### config.mk
export PLATFORM = sky130hd
export DESIGN_NAME = nec_ir_frame_tx_flat
export DESIGN_NICKNAME = d
export VERILOG_FILES = /design/src/rtl/nec_ir_pkg.sv /design/src/rtl/nec_ir_frame_tx_if.sv /design/src/rtl/nec_ir_frame_tx_unit_timer.sv /design/src/rtl/nec_ir_frame_tx.sv /design/src/flat_wrapper.sv
export SDC_FILE = /design/constraint.sdc
export NUM_CORES = 1
export LEC_CHECK = 0
export CORE_MARGIN = 2
export CORE_UTILIZATION = 52
export CTS_BUF_LIST = sky130_fd_sc_hd__clkbuf_8
export CTS_CLUSTER_DIAMETER = 150
export DETAILED_ROUTE_END_ITERATION = 6
export GPL_TIMING_DRIVEN = 0
export MAX_ROUTING_LAYER = met4
export PLACE_DENSITY = 0.79
export SYNTH_ARGS = -nofsm -noshare
export SYNTH_HDL_FRONTEND = slang
export SYNTH_HIERARCHICAL = 1
export SYNTH_SLANG_ARGS = --single-unit
### constraint.sdc
create_clock -name clk -period 3.5 [get_ports clk]
set_input_delay 0.35 -clock clk [delete_from_list [all_inputs] [get_ports clk]]
set_output_delay 0.35 -clock clk [all_outputs]
set_load 0.005 [all_outputs]
### src/rtl/nec_ir_pkg.sv
// Shared types for the NEC IR transmitter: FSM state encoding, segment lengths in units,
// and small decode helpers used by the top level.
package nec_ir_pkg;

    typedef enum logic [2:0] {
        ST_IDLE,
        ST_LEAD_MARK,
        ST_LEAD_SPACE,
        ST_BIT_MARK,
        ST_BIT_SPACE,
        ST_STOP_MARK
    } nec_state_e;

    localparam int unsigned LEAD_MARK_U    = 16;
    localparam int unsigned LEAD_SPACE_U   = 8;
    localparam int unsigned REPEAT_SPACE_U = 4;
    localparam int unsigned BIT_MARK_U     = 1;
    localparam int unsigned ZERO_SPACE_U   = 1;
    localparam int unsigned ONE_SPACE_U    = 3;
    localparam int unsigned STOP_MARK_U    = 1;
    localparam int unsigned FRAME_BITS     = 32;

    // Wide enough for the longest segment (the 16-unit leader mark).
    localparam int unsigned UNIT_W = 5;
    localparam int unsigned BIDX_W = $clog2(FRAME_BITS);

    function automatic logic [UNIT_W-1:0] seg_units(input nec_state_e st,
                                                    input logic       is_repeat,
                                                    input logic       cur_bit);
        logic [UNIT_W-1:0] n;
        n = UNIT_W'(1);
        case (st)
            ST_LEAD_MARK:  n = UNIT_W'(LEAD_MARK_U);
            ST_LEAD_SPACE: n = is_repeat ? UNIT_W'(REPEAT_SPACE_U) : UNIT_W'(LEAD_SPACE_U);
            ST_BIT_MARK:   n = UNIT_W'(BIT_MARK_U);
            ST_BIT_SPACE:  n = cur_bit ? UNIT_W'(ONE_SPACE_U) : UNIT_W'(ZERO_SPACE_U);
            ST_STOP_MARK:  n = UNIT_W'(STOP_MARK_U);
            default:       n = UNIT_W'(1);
        endcase
        return n;
    endfunction

    function automatic logic is_mark(input nec_state_e st);
        return (st == ST_LEAD_MARK) || (st == ST_BIT_MARK) || (st == ST_STOP_MARK);
    endfunction

endpackage

### src/rtl/nec_ir_frame_tx_if.sv
// Request handshake between the register/bus side (master) and the NEC IR transmitter (slave).
interface nec_ir_frame_tx_if #(
    parameter int PBITS = 16
);
    logic [31:0]      i_data;
    logic             i_repeat;
    logic             i_valid;
    logic [PBITS-1:0] prescaler;
    logic             o_ready;

    modport master (output i_data, i_repeat, i_valid, prescaler, input o_ready);
    modport slave  (input i_data, i_repeat, i_valid, prescaler, output o_ready);
endinterface

### src/rtl/nec_ir_frame_tx_unit_timer.sv
// Unit prescaler: cycle counter running 0..prescaler, one tick per (prescaler+1) clk.
module nec_ir_unit_timer #(
    parameter int PBITS = 16
) (
    input  logic             clk,
    input  logic             rst_n,
    input  logic             clear_n,
    input  logic             restart,
    input  logic [PBITS-1:0] prescaler,
    output logic             tick
);
    logic [PBITS-1:0] cnt_q, cnt_d;

    assign tick = (cnt_q == prescaler);

    always_comb begin
        cnt_d = cnt_q + PBITS'(1);
        if (restart || tick) begin
            cnt_d = '0;
        end
    end

    always_ff @(posedge clk or negedge rst_n) begin
        if (!rst_n) begin
            cnt_q <= '0;
        end else if (!clear_n) begin
            cnt_q <= '0;
        end else begin
            cnt_q <= cnt_d;
        end
    end
endmodule

### src/rtl/nec_ir_frame_tx.sv
// NEC IR transmitter: serialises a 32-bit frame (LSB first) or a repeat code into ir_tx.
// Define NEC_IR_TX_CARRIER_EN to gate marks with a 50% carrier set by carrier_div.
module nec_ir_frame_tx
    import nec_ir_pkg::*;
#(
    parameter int PBITS = 16
) (
    input  logic             clk,
    input  logic             rst_n,
    input  logic             clear_n,
    nec_ir_frame_tx_if.slave bus,
`ifdef NEC_IR_TX_CARRIER_EN
    input  logic [PBITS-1:0] carrier_div,
`endif
    output logic             ir_tx,
    output logic             busy,
    output logic             done
);
    nec_state_e            state_q, state_d;
    logic [UNIT_W-1:0]     unit_q, unit_d;
    logic [BIDX_W-1:0]     bit_idx_q, bit_idx_d;
    logic [FRAME_BITS-1:0] shift_q, shift_d;
    logic                  repeat_q, repeat_d;
    logic [PBITS-1:0]      presc_q, presc_d;
    logic                  done_q, done_d;
    logic                  ir_tx_q, ir_tx_d;
    logic                  accept, tick, seg_end, mark_d;
    logic [UNIT_W-1:0]     seg_last;

    assign bus.o_ready = (state_q == ST_IDLE);
    assign accept      = bus.i_valid && (state_q == ST_IDLE);
    assign busy        = (state_q != ST_IDLE);
    assign done        = done_q;
    assign ir_tx       = ir_tx_q;

    // Held in restart while idle so every frame starts on a full unit.
    nec_ir_unit_timer #(.PBITS(PBITS)) u_timer (
        .clk       (clk),
        .rst_n     (rst_n),
        .clear_n   (clear_n),
        .restart   (state_q == ST_IDLE),
        .prescaler (presc_q),
        .tick      (tick)
    );

    assign seg_last = seg_units(state_q, repeat_q, shift_q[0]) - UNIT_W'(1);
    assign seg_end  = tick && (unit_q == seg_last);
    assign mark_d   = is_mark(state_d);

    // NOTE: every output of this block gets a default first, so no path can infer a latch.
    always_comb begin
        state_d   = state_q;
        unit_d    = unit_q;
        bit_idx_d = bit_idx_q;
        shift_d   = shift_q;
        repeat_d  = repeat_q;
        presc_d   = presc_q;
        done_d    = 1'b0;

        if (state_q != ST_IDLE && tick) begin
            unit_d = seg_end ? '0 : unit_q + UNIT_W'(1);
        end

        case (state_q)
            ST_IDLE: begin
                if (accept) begin
                    state_d   = ST_LEAD_MARK;
                    shift_d   = bus.i_data;
                    repeat_d  = bus.i_repeat;
                    presc_d   = bus.prescaler;
                    unit_d    = '0;
                    bit_idx_d = '0;
                end
            end
            ST_LEAD_MARK:  if (seg_end) state_d = ST_LEAD_SPACE;
            ST_LEAD_SPACE: if (seg_end) state_d = repeat_q ? ST_STOP_MARK : ST_BIT_MARK;
            ST_BIT_MARK:   if (seg_end) state_d = ST_BIT_SPACE;
            ST_BIT_SPACE: begin
                if (seg_end) begin
                    shift_d = shift_q >> 1;
                    if (bit_idx_q < BIDX_W'(FRAME_BITS - 1)) begin
                        bit_idx_d = bit_idx_q + BIDX_W'(1);
                        state_d   = ST_BIT_MARK;
                    end else begin
                        state_d = ST_STOP_MARK;
                    end
                end
            end
            ST_STOP_MARK: begin
                if (seg_end) begin
                    state_d = ST_IDLE;
                    done_d  = 1'b1;
                end
            end
            default: state_d = ST_IDLE;
        endcase
    end

`ifdef NEC_IR_TX_CARRIER_EN
    logic [PBITS-1:0] cdiv_q, cdiv_d, ccnt_q, ccnt_d;
    logic             phase_q, phase_d;

    // Mark states are never adjacent, so a mark start is simply "mark next, not mark now".
    always_comb begin
        cdiv_d  = accept ? carrier_div : cdiv_q;
        ccnt_d  = '0;
        phase_d = 1'b0;
        if (mark_d && !is_mark(state_q)) begin
            phase_d = 1'b1;
        end else if (mark_d) begin
            if (ccnt_q == cdiv_q) begin
                phase_d = ~phase_q;
            end else begin
                ccnt_d  = ccnt_q + PBITS'(1);
                phase_d = phase_q;
            end
        end
        ir_tx_d = mark_d & phase_d;
    end

    always_ff @(posedge clk or negedge rst_n) begin
        if (!rst_n) begin
            cdiv_q  <= '0;
            ccnt_q  <= '0;
            phase_q <= 1'b0;
        end else if (!clear_n) begin
            cdiv_q  <= '0;
            ccnt_q  <= '0;
            phase_q <= 1'b0;
        end else begin
            cdiv_q  <= cdiv_d;
            ccnt_q  <= ccnt_d;
            phase_q <= phase_d;
        end
    end
`else
    assign ir_tx_d = mark_d;
`endif

    // NOTE: state registers use non-blocking assignments so all flops update from pre-edge values.
    always_ff @(posedge clk or negedge rst_n) begin
        if (!rst_n) begin
            state_q   <= ST_IDLE;
            unit_q    <= '0;
            bit_idx_q <= '0;
            shift_q   <= '0;
            repeat_q  <= 1'b0;
            presc_q   <= '0;
            done_q    <= 1'b0;
            ir_tx_q   <= 1'b0;
        end else if (!clear_n) begin
            state_q   <= ST_IDLE;
            unit_q    <= '0;
            bit_idx_q <= '0;
            shift_q   <= '0;
            repeat_q  <= 1'b0;
            presc_q   <= '0;
            done_q    <= 1'b0;
            ir_tx_q   <= 1'b0;
        end else begin
            state_q   <= state_d;
            unit_q    <= unit_d;
            bit_idx_q <= bit_idx_d;
            shift_q   <= shift_d;
            repeat_q  <= repeat_d;
            presc_q   <= presc_d;
            done_q    <= done_d;
            ir_tx_q   <= ir_tx_d;
        end
    end
endmodule

### src/flat_wrapper.sv
// flat-port wrapper written by rule: the top's interface ports become plain ports
module nec_ir_frame_tx_flat import nec_ir_pkg::*;
#(
    parameter int PBITS = 16
)
  (clk, rst_n, clear_n, ir_tx, busy, done, bus_i_data, bus_i_repeat, bus_i_valid, bus_prescaler, bus_o_ready);
  nec_ir_frame_tx_if #(.PBITS(PBITS)) bus_i ();
  input  logic clk;
  input  logic rst_n;
  input  logic clear_n;
  output logic ir_tx;
  output logic busy;
  output logic done;
  input wire logic [$bits(bus_i.i_data)-1:0] bus_i_data;
  input wire logic [$bits(bus_i.i_repeat)-1:0] bus_i_repeat;
  input wire logic [$bits(bus_i.i_valid)-1:0] bus_i_valid;
  input wire logic [$bits(bus_i.prescaler)-1:0] bus_prescaler;
  output wire logic [$bits(bus_i.o_ready)-1:0] bus_o_ready;
  assign bus_i.i_data = bus_i_data;
  assign bus_i.i_repeat = bus_i_repeat;
  assign bus_i.i_valid = bus_i_valid;
  assign bus_i.prescaler = bus_prescaler;
  assign bus_o_ready = bus_i.o_ready;
  nec_ir_frame_tx #(.PBITS(PBITS)) u_core (.clk(clk), .rst_n(rst_n), .clear_n(clear_n), .bus(bus_i), .ir_tx(ir_tx), .busy(busy), .done(done));
endmodule
* Yosys cells after proc, flatten, opt, wreduce, memory -nomap -nowiden
Index checks and enable logic that the tools add are counted.
** Cells by class
- Multiplexer cells :: 39
- Eq/ne operators :: 16
- Reductions and logical operators :: 11
- Add/subtract/negate cells :: 4
- Magnitude comparators :: 1
** Operator list (count)
- $mux 32 :: 3
- $mux 16 :: 5
- $pmux 32 s2 :: 1
- $mux 5 :: 9
- $mux 3 :: 9
- $pmux 3 s6 :: 1
- $add 16x1->16 const B :: 1
- $eq 16x16->1 :: 1
- $pmux 5 s3 :: 1
- $add 5x1->5 const B :: 2
- $pmux 5 s2 :: 1
- $eq 3x2->1 const B :: 3
- $eq 3x3->1 const B :: 3
- $ne 3x2->1 const B :: 3
- $mux 1 :: 7
- $eq 3x1->1 const B :: 2
- $eq 5x5->1 :: 1
- $lt 5x5->1 const B :: 1
- $sub 5x1->5 const B :: 1
- $mux 4 :: 1
- $ne 2x1->1 const B :: 2
- $reduce_and 4->1 :: 1
- $logic_and 1x1->1 :: 3
- $logic_not 3->1 :: 1
- other kinds (6) :: 8
** Storage, ports and cells
- Bits in registers :: 80

* Logic depth before layout (Yosys ltp)
Gate-level depths: netlist of the first run.
- Word-level depth :: 11
- Depth in mapped cells :: 11
- Mapped depth without buffers :: 8

* Cells and area by module
The synthesis of the first run kept the hierarchy.
** Modules (own cells, without submodules)
- nec_ir_frame_tx :: area an instance 3458.3 µm², cells an instance 356, times used 1
- nec_ir_unit_timer :: area an instance 1008.5 µm², cells an instance 101, times used 1

* Worst setup path before layout of the first run
Ideal clock, no wire load.
- Kind :: reg2reg
- Start :: reg u_core.state_q[2]
- End :: reg u_core.shift_q[10]
- Data required time :: 3.375 ns
- Path buffers :: 3
- Stages on the path, launching flop included :: 12
- Arrival time :: 3.107 ns
- Library setup time :: 0.125 ns
- Path slack :: 0.268 ns
- Clock period less this slack :: 3.232 ns
- Path through :: dfrtp_1 -> buf_2 -> nor3b_2 -> clkbuf_1 -> nand2_1 -> ha_1 -> xor2_1 -> o311a_1 -> nand4_1 -> o31ai_4 -> buf_8 -> mux2_4
** On the way
- Cells in the longest elaborated chain, start to end :: 7
** RTL lines
- from (decl) :: RTL line nec_ir_frame_tx.sv:19 : nec_state_e state_q, state_d;
- from (signal assigned) :: RTL line nec_ir_frame_tx.sv:161 : state_q <= state_d;
- $eq 3x3->1 (tied with other cells) :: RTL line nec_ir_pkg.sv:32, nec_ir_frame_tx.sv:64
- $pmux 5 s3 :: RTL line nec_ir_pkg.sv:32 : case (st)
- $sub 5x1->5 :: RTL line nec_ir_frame_tx.sv:46 : assign seg_last = seg_units(state_q, repeat_q, shift_q[0]) - UNIT_W'(1);
- $eq 5x5->1 :: RTL line nec_ir_frame_tx.sv:47 : assign seg_end = tick && (unit_q == seg_last);
- $logic_and 1x1->1 :: RTL line nec_ir_frame_tx.sv:47
- $ne 3x2->1 (no line)
- $reduce_and 3->1 (no line)
- to (signal assigned) :: RTL line nec_ir_frame_tx.sv:164 : shift_q <= shift_d;
- to (decl) :: RTL line nec_ir_frame_tx.sv:22 : logic [FRAME_BITS-1:0] shift_q, shift_d;
Parallel ways exist; a longest one is shown, timed or not.
A chain may end at the register's enable or synchronous reset.

* Final worst setup path of the first run
- Start :: reg u_core.state_q[2]
- End :: reg u_core.state_q[0]
** On the way
- Cells in the longest elaborated chain, start to end :: 8
** RTL lines
- $eq 3x3->1 (tied with other cells) :: RTL line nec_ir_pkg.sv:32, nec_ir_frame_tx.sv:64
- $pmux 5 s3 :: RTL line nec_ir_pkg.sv:32
- $sub 5x1->5 :: RTL line nec_ir_frame_tx.sv:46
- $eq 5x5->1 :: RTL line nec_ir_frame_tx.sv:47
- $logic_and 1x1->1 :: RTL line nec_ir_frame_tx.sv:47
- $mux 3 (on tied branches)
- $pmux 3 s6 * :: RTL line nec_ir_frame_tx.sv:64 : case (state_q)
- $mux 3 * :: RTL line nec_ir_frame_tx.sv:151 : end else if (!clear_n) begin
Every way passes the cells marked *; elsewhere a longest branch is shown, timed or not.

==> results of run 1 <==
final cells by class:
class                      count  area (sq um)
fill                         663          2810
sequential                    80          2000
clock buffer                   9           124
timing repair buffer          60           623
clock inverter                 7          88.8
inverter                       4          15.0
buffer                        32           193
multi-input combinational    341          2270
tap                          105           131
cell usage after synthesis (4+ instances only):
cell type  number
nor3b_1         4
xor2_1         11
a211oi_1        6
a21oi_1        49
nor2_1          6
o21ai_0         7
ha_1            4
nand3_1        10
dfrtp_1        80
and3_1          5
nand2_1       109
xnor2_1        26
nand4_1        13
nor3_1         19
clkbuf_1       15
buf_2           6
mux2_4         29
per-layer routing:
metal / part of all wire [%] / up-vias
li1: - / 1732
met1: 44 / 1745
met2: 52 / 70
met3: 3.0 / 11
met4: 1.2 / 0
met5: 0 / -
final timing paths:
check,from,end,cells past startpoint
hold reg to reg,u_core/shift_q[19]$_DFFE_PN0P_,u_core/shift_q[19]$_DFFE_PN0P_,1
max in group asynchronous,rst_n,u_core/bit_idx_q[1]$_DFFE_PN0P_,3
min in group clk,u_core/shift_q[19]$_DFFE_PN0P_,u_core/shift_q[19]$_DFFE_PN0P_,1
setup / recovery,u_core/state_q[2]$_DFF_PN0_,u_core/state_q[0]$_DFF_PN0_,11
setup reg to reg,u_core/state_q[2]$_DFF_PN0_,u_core/state_q[0]$_DFF_PN0_,11
hold / removal,rst_n,u_core/presc_q[15]$_DFFE_PN0P_,2
layout by cell type, fill, tap and decap left out, types with 3 or more instances in the layout:
cell type	netlist	final
buf_6	3	3
a21oi_1	49	49
mux2_4	29	29
buf_8	3	3
nor3b_1	4	4
o21ai_0	7	7
nor3_1	19	19
xnor2_1	26	25
nand3_1	10	10
inv_1	3	5
or3_1	3	3
clkdlybuf4s50_1	0	55
buf_2	6	6
clkbuf_1	15	14
and3_1	5	5
a211oi_2	3	3
ha_1	4	4
clkbuf_8	0	9
buf_4	2	4
nand4_1	13	13
dfrtp_1	80	80
xor2_1	11	11
buf_1	3	3
nor2_1	6	6
nand2_1	109	109
a211oi_1	6	6
per-stage QoR:
step	cells	total power [mW]	setup TNS (ns)	instance area, sq um	util (%)
final	638	2.09	0	5450	66.0
after global routing	638	2.19	0	5450	66.0
after CTS	637	2.11	0	5440	65.9
after detailed placement	619	1.37	-10.84	5180	62.8
after global placement	618	1.36	-66.32	5160	62.5
after floorplan	457	1.23	0	4470	-
critical path, cell delays in order (launching register included):
cell and delay, ns:
dfrtp_1 0.49, buf_2 0.25, nor3b_4 0.23, clkbuf_2 0.25, nand2_1 0.11, ha_1 0.26, nor4b_2 0.30, a211oi_2 0.10
xnor2_2 0.26, buf_2 0.28, nor3_2 0.06, a2111oi_0 0.45
sequential cells by signal, indices dropped and copies added (netlist names):
| name | flops |
|---|---|
| u_core/presc_q | 16 |
| u_core/repeat_q | 1 |
| u_core/u_timer/cnt_q | 16 |
| u_core/shift_q | 32 |
| u_core/unit_q | 5 |
| u_core/ir_tx | 1 |
| u_core/done | 1 |
| u_core/bit_idx_q | 5 |
| u_core/state_q | 3 |
cells by family (layout without fill, tap and decap cells):
group	Yosys count	after routing	synth area share (%)
AND/OR/NAND/NOR	186	186	20.0
AO/OA/AOI/OAI	81	81	11.5
XOR/XNOR	37	37	7.25
adder cells (fa/ha/maj)	4	4	1.12
multiplexers	33	33	10.7
flip-flops	80	80	44.8
buffers and inverters	36	112	4.62
power by group through the flow:
| stage | registers (mW) | logic [mW] | clock network (mW) |
|---|---|---|---|
| after global routing | 1.01 | 0.384 | 0.789 |
| after CTS | 1.01 | 0.354 | 0.748 |
| after detailed placement | 1.02 | 0.344 | 0 |
| after floorplan | 1.02 | 0.214 | 0 |
| after global placement | 1.02 | 0.332 | 0 |
| final | 1.01 | 0.351 | 0.732 |
what timing repair did:
action                                 4_1_cts  5_1_grt
setup endpoints to repair                   46       46
pin swaps                                    1        0
gates resized for setup                      3        0
buffers inserted                             1        1
hold buffers                                 1        0
endpoints found under the hold margin       25        0
==> impl_metrics.json, run 1 <==
{
  "status": "finished, final reports clean",
  "first_global_vias": 3664,
  "detail_route.wirelength_um": 9820,
  "avgRoutedWirePerCell_um": 15.4,
  "comb_power_share_pct": 16.8,
  "cp.arrival_ns": 3.39,
  "crit_path_max_fanout": 10,
  "cts_buffers": 9,
  "synth_edf_count": 0,
  "synth_seq_cells": 80,
  "core-area_sq_um": 8260,
  "setup_violations": 0,
  "met2_usage_pct": 38.7,
  "hp-class": "primary input to asynchronous set/reset pin",
  "cts_max_level": 3,
  "drive_above_1_share_pct": 14.1,
  "cp-start-kind": "flop",
  "yosysSeqAreaShare_pct": 44.8,
  "cts_buffer_depth": 2,
  "maxCapViolations": 0,
  "min_period_ns": 3.20,
  "nNetsFinal": 585,
  "hpwl_um": 6790,
  "overflow": 0,
  "crit_path_end_kind": "flop",
  "avgViaCountPerCell": 5.58,
  "area_growth_pct": 22.0,
  "synth-async-reset-ratio_pct": 100,
  "synthTopCellsByArea": "dfrtp_1 45%, mux2_4 9.7%, nand2_1 9.2%, a21oi_1 5.5%, xnor2_1 5.1%",
  "syn_nets": 514,
  "max-vdd-ir-drop_mv": 0.203,
  "p_int_mw": 1.56,
  "seqPwrFrac_pct": 48.2,
  "leakagePower_nw": 2.35,
  "worstSetupPathType": "flop to flop",
  "synth_top_area_cell": "dfrtp_1",
  "drcViolationCount": 0,
  "synth_area_sq_um": 4470,
  "worstPathRequired_ns": 3.68,
  "powerDensity_nw_per_um2": 384,
  "synth_cell_types": 54,
  "die_h_um": 96.7,
  "cts.sinks": 80,
  "avgSynthCellArea_sq_um": 9.77,
  "power_frac_clock_pct": 35.0,
  "yosysWarnings": 6,
  "p_sw_mw": 0.534,
  "ff2ff_setup_slack_ns": 0.30,
  "initial_core_util_pct": 54.1,
  "antenna_found_initial": 0,
  "yosysTopAreaCellShare_pct": 44.8,
  "whs_ns": 0.454,
  "hold_viol_final": 0,
  "die-area_sq_um": 9350,
  "pin_count": 57,
  "grt_pass1_wl_um": 17200,
  "die_x_um": 96.7,
  "worst_slack_ns": 0.295,
  "pre_cts_slack_ns": -0.312,
  "synthCells": 457,
  "track_usage_pct": 22.7,
  "busiest_layer": "met2",
  "drt-pass1-iter-count": 6,
  "clock_latency_ns": 0.35,
  "fin_crit_sh_pct": 91.6,
  "globalplace.congestion": 0.922,
  "fp-row-count": 33,
  "met3_usage_pct": 3.18,
  "diodes": 0,
  "cts-root-buf": "clkbuf_8",
  "grt_start_max_net_pins": 56,
  "path_clk_slew_ns": 0.08,
  "maxSlewHeadroom_pct": 61.6,
  "drv_slew": 0,
  "p_sw_share_pct": 25.6,
  "placement.io_buffers": 56,
  "tightest_slew_ns": 0.571,
  "grt_use_met1_pct": 28.3,
  "rsz0062_at_grt": "no",
  "cts_tree": "yes",
  "drt_iter0_markers": 189,
  "via_count": 3558,
  "max_freq_mhz": 312,
  "ant_nets": 0,
  "clock_skew_ns": 0.0129,
  "ys.flop_type": "dfrtp_1"
}
No activity file was read; power rests on OpenSTA's default activity.
==> run 2: changes to the inputs <==
--- a/config.mk
+++ b/config.mk
@@ -5,7 +5,7 @@
 export SDC_FILE = /design/constraint.sdc
 export NUM_CORES = 1
 export LEC_CHECK = 0
-export CORE_MARGIN = 2
+export CORE_MARGIN = 8
 export CORE_UTILIZATION = 52
 export CTS_BUF_LIST = sky130_fd_sc_hd__clkbuf_8
 export CTS_CLUSTER_DIAMETER = 150
@@ -13,6 +13,7 @@
 export GPL_TIMING_DRIVEN = 0
 export MAX_ROUTING_LAYER = met4
 export PLACE_DENSITY = 0.79
+export RECOVER_POWER = 100
 export SYNTH_ARGS = -nofsm -noshare
 export SYNTH_HDL_FRONTEND = slang
 export SYNTH_HIERARCHICAL = 1
==> run 2 against run 1 <==
Against the previous run:
- global-route usage fell by 4.4 points
- the flow now finishes with violations (capacitance limit, slew limit)
- sequential share of layout area rose by 0.28 points
- final cell count rose by 0.47%
- clock-buffer cell count did not move
- routed wire length rose by 2.4%
- fmax fell by 3.2%
- critical path type unchanged
- setup slack got worse by 0.11 ns
==> impl_metrics.json, run 2 (same netlist as run 1, synthesis figures left out) <==
{
  "ff2ff_setup_slack_ns": 0.19,
  "first_global_vias": 3671,
  "die_h_um": 109,
  "whs_ns": 0.484,
  "overflow": 0,
  "globalplace.congestion": 0.898,
  "dpl.cell_count": 622,
  "p_sw_mw": 0.566,
  "die_x_um": 109,
  "hold_depth": 1,
  "hpwl_um": 7260,
  "pre_cts_slack_ns": -0.380,
  "via_count": 3497,
  "powerDensity_nw_per_um2": 367,
  "cp-start-kind": "flop",
  "avgRoutedWirePerCell_um": 15.7,
  "max_freq_mhz": 302,
  "largest_reg_flops": 32,
  "drcViolationCount": 0,
  "worstPathRequired_ns": 3.73,
  "core-area_sq_um": 8510,
  "min-delay-start": "u_core/bit_idx_q[3]$_DFFE_PN0P_",
  "cts.sinks": 80,
  "rsz0062_at_grt": "no",
  "cts_buffers": 9,
  "antenna_found_initial": 0,
  "fin_cells": 641,
  "crit-reg2reg-launch": "u_core/state_q[2]$_DFF_PN0_",
  "ant_nets": 0,
  "hp-class": "flop to flop",
  "avgViaCountPerCell": 5.46,
  "multi_input_area_sq_um": 2270,
  "area_growth_pct": 21.1,
  "initial_core_util_pct": 52.5,
  "max-vdd-ir-drop_mv": 0.192,
  "leakagePower_nw": 2.32,
  "drive_above_1_share_pct": 13.7,
  "path_cells": "buf_2 > nor3b_4 > clkbuf_2 > nand2_1 > ha_1 > xor2_1 > o311a_1 > nand4_1 > o31ai_4 > buf_12 > buf_8 > mux2_4",
  "hold_viol_final": 0,
  "setup_violations": 0,
  "drt_iter0_markers": 256,
  "rr_endpoint": "u_core/shift_q[17]$_DFFE_PN0P_",
  "p_sw_share_pct": 28.5,
  "nNetsFinal": 585,
  "clock_latency_ns": 0.35,
  "power_frac_clock_pct": 31.7,
  "final_cell_mix": "109 x nand2_1, 80 x dfrtp_1, 51 x clkdlybuf4s50_1, 49 x a21oi_1, 29 x mux2_4",
  "total_power_mw": 1.99,
  "crit_family": "buffers and inverters",
  "track_usage_pct": 18.3,
  "p_int_mw": 1.42,
  "cts-root-buf": "clkbuf_8",
  "crit_path_end_kind": "flop",
  "maxSlewHeadroom_pct": -39.6,
  "drt-pass1-iter-count": 4,
  "path_buf_inv": 4,
  "finalSetupTns_ns": 0,
  "grt_pass1_wl_um": 17100,
  "fillers": 719,
  "min_to": "u_core/bit_idx_q[3]$_DFFE_PN0P_",
  "comb_power_share_pct": 17.5,
  "largestRegisters": "u_core/shift_q x32, u_core/presc_q x16, u_core/u_timer/cnt_q x16",
  "path_clk_slew_ns": 0.10,
  "crit_path_top_delay_cell": "dfrtp_1",
  "clock_skew_ns": 0.0142,
  "status": "finished, violations left",
  "worst_slack_ns": 0.190,
  "seqPwrFrac_pct": 50.8,
  "pin_count": 57,
  "placement.io_buffers": 56,
  "largest_register": "u_core/shift_q",
  "fp-row-count": 34,
  "slowest_delay_ns": 0.49,
  "cts_buffer_depth": 2,
  "detail_route.wirelength_um": 10000,
  "maxCapViolations": 1,
  "tightest_slew_ns": 2.09,
  "grt_start_max_net_pins": 45,
  "fin_crit_sh_pct": 94.6,
  "worstSetupPathType": "flop to flop",
  "diodes": 0,
  "cts_max_level": 3,
  "violations": "capacitance limit, slew limit",
  "min_period_ns": 3.31,
  "drv_slew": 37,
  "cp.arrival_ns": 3.54,
  "layout_commonest_cell": "nand2_1",
  "crit_path_max_fanout": 10,
  "final-seq-area_sq_um": 2000,
  "cts_tree": "yes",
  "die-area_sq_um": 11800,
  "worstRegToRegCells": 12
}
-- run 2: cell types whose count changed in the layout (fill, tap and decap cells not counted), sizes merged --
cell           before  now
buf                21   16
clkinvlp            1    2
bufinv              2    0
clkbuf             24   29
clkdlybuf4s50      55   51
dlygate4sd3         1    5
inv                 5    6
-- run 2: worst reg2reg max path: cells and delay by family, from the launching register on --
kind,cells,cell delay [ns]
AOI/OAI and AO/OA,2,0.51
xor gates and xnor gates,1,0.18
adders and majority gates,1,0.30
buffers and inverters,4,0.83
DFF,1,0.49
muxes,1,0.32
and+or+nand+nor,3,0.58
-- run 2: routing by layer --
layer	share of wire, %	track usage (%)	vias up
met5	0	-	-
met4	1.1	7.14	0
met3	2.6	2.84	12
met2	51	30.0	60
met1	45	22.3	1692
li1	-	-	1733
-- run 2: per-stage QoR --
stage / cell area (sq um) / utilization, %
2_1_floorplan: 4470 / -
3_3_place_gp: 5160 / 60.7
3_5_place_dp: 5190 / 61.0
4_1_cts: 5420 / 63.7
5_1_grt: 5410 / 63.6
6_report: 5410 / 63.6
-- run 2: repair_timing --
item | 4_1_cts | 5_1_grt
hold buffers | 1 | 0
setup buffers | 2 | 0
pin swaps | 1 | 1
gates resized for setup | 4 | 0
endpoints found under the hold margin | 36 | 0
endpoints found under the setup margin | 47 | 27
-- run 2: final cells by class --
type,count,area share [%]
sequential,80,37.0
clock buffer,9,2.29
buffer,32,3.40
inverter,4,0.278
tap,108,2.50
clock inverter,7,1.02
timing repair buffer,60,11.5
multi-input combinational,341,42.0
-- run 2: power by group through the flow --
| stage | sequential [mW] | combinational (mW) | clock [mW] |
|---|---|---|---|
| detailed placement | 1.03 | 0.345 | 0 |
| floorplan | 1.02 | 0.214 | 0 |
| CTS | 1.01 | 0.354 | 0.654 |
| global placement | 1.02 | 0.332 | 0 |
| finish | 1.01 | 0.348 | 0.630 |
| global route | 1.01 | 0.380 | 0.689 |
-- run 2: how the worst max path moves through the flow --
stage | from | end | slack (ns) | depth (start not counted)
finish | u_core/state_q[2]$_DFF_PN0_ | u_core/shift_q[17]$_DFFE_PN0P_ | 0.19 | 12
global route | u_core/state_q[2]$_DFF_PN0_ | u_core/shift_q[17]$_DFFE_PN0P_ | 0.002 | 12
CTS | u_core/state_q[2]$_DFF_PN0_ | u_core/shift_q[16]$_DFFE_PN0P_ | 0.25 | 12
detailed placement | u_core/state_q[2]$_DFF_PN0_ | u_core/shift_q[16]$_DFFE_PN0P_ | -0.38 | 11
global placement | rst_n | u_core/shift_q[18]$_DFFE_PN0P_ | -0.72 | 1
floorplan | u_core/state_q[2]$_DFF_PN0_ | u_core/shift_q[10]$_DFFE_PN0P_ | 0.27 | 11
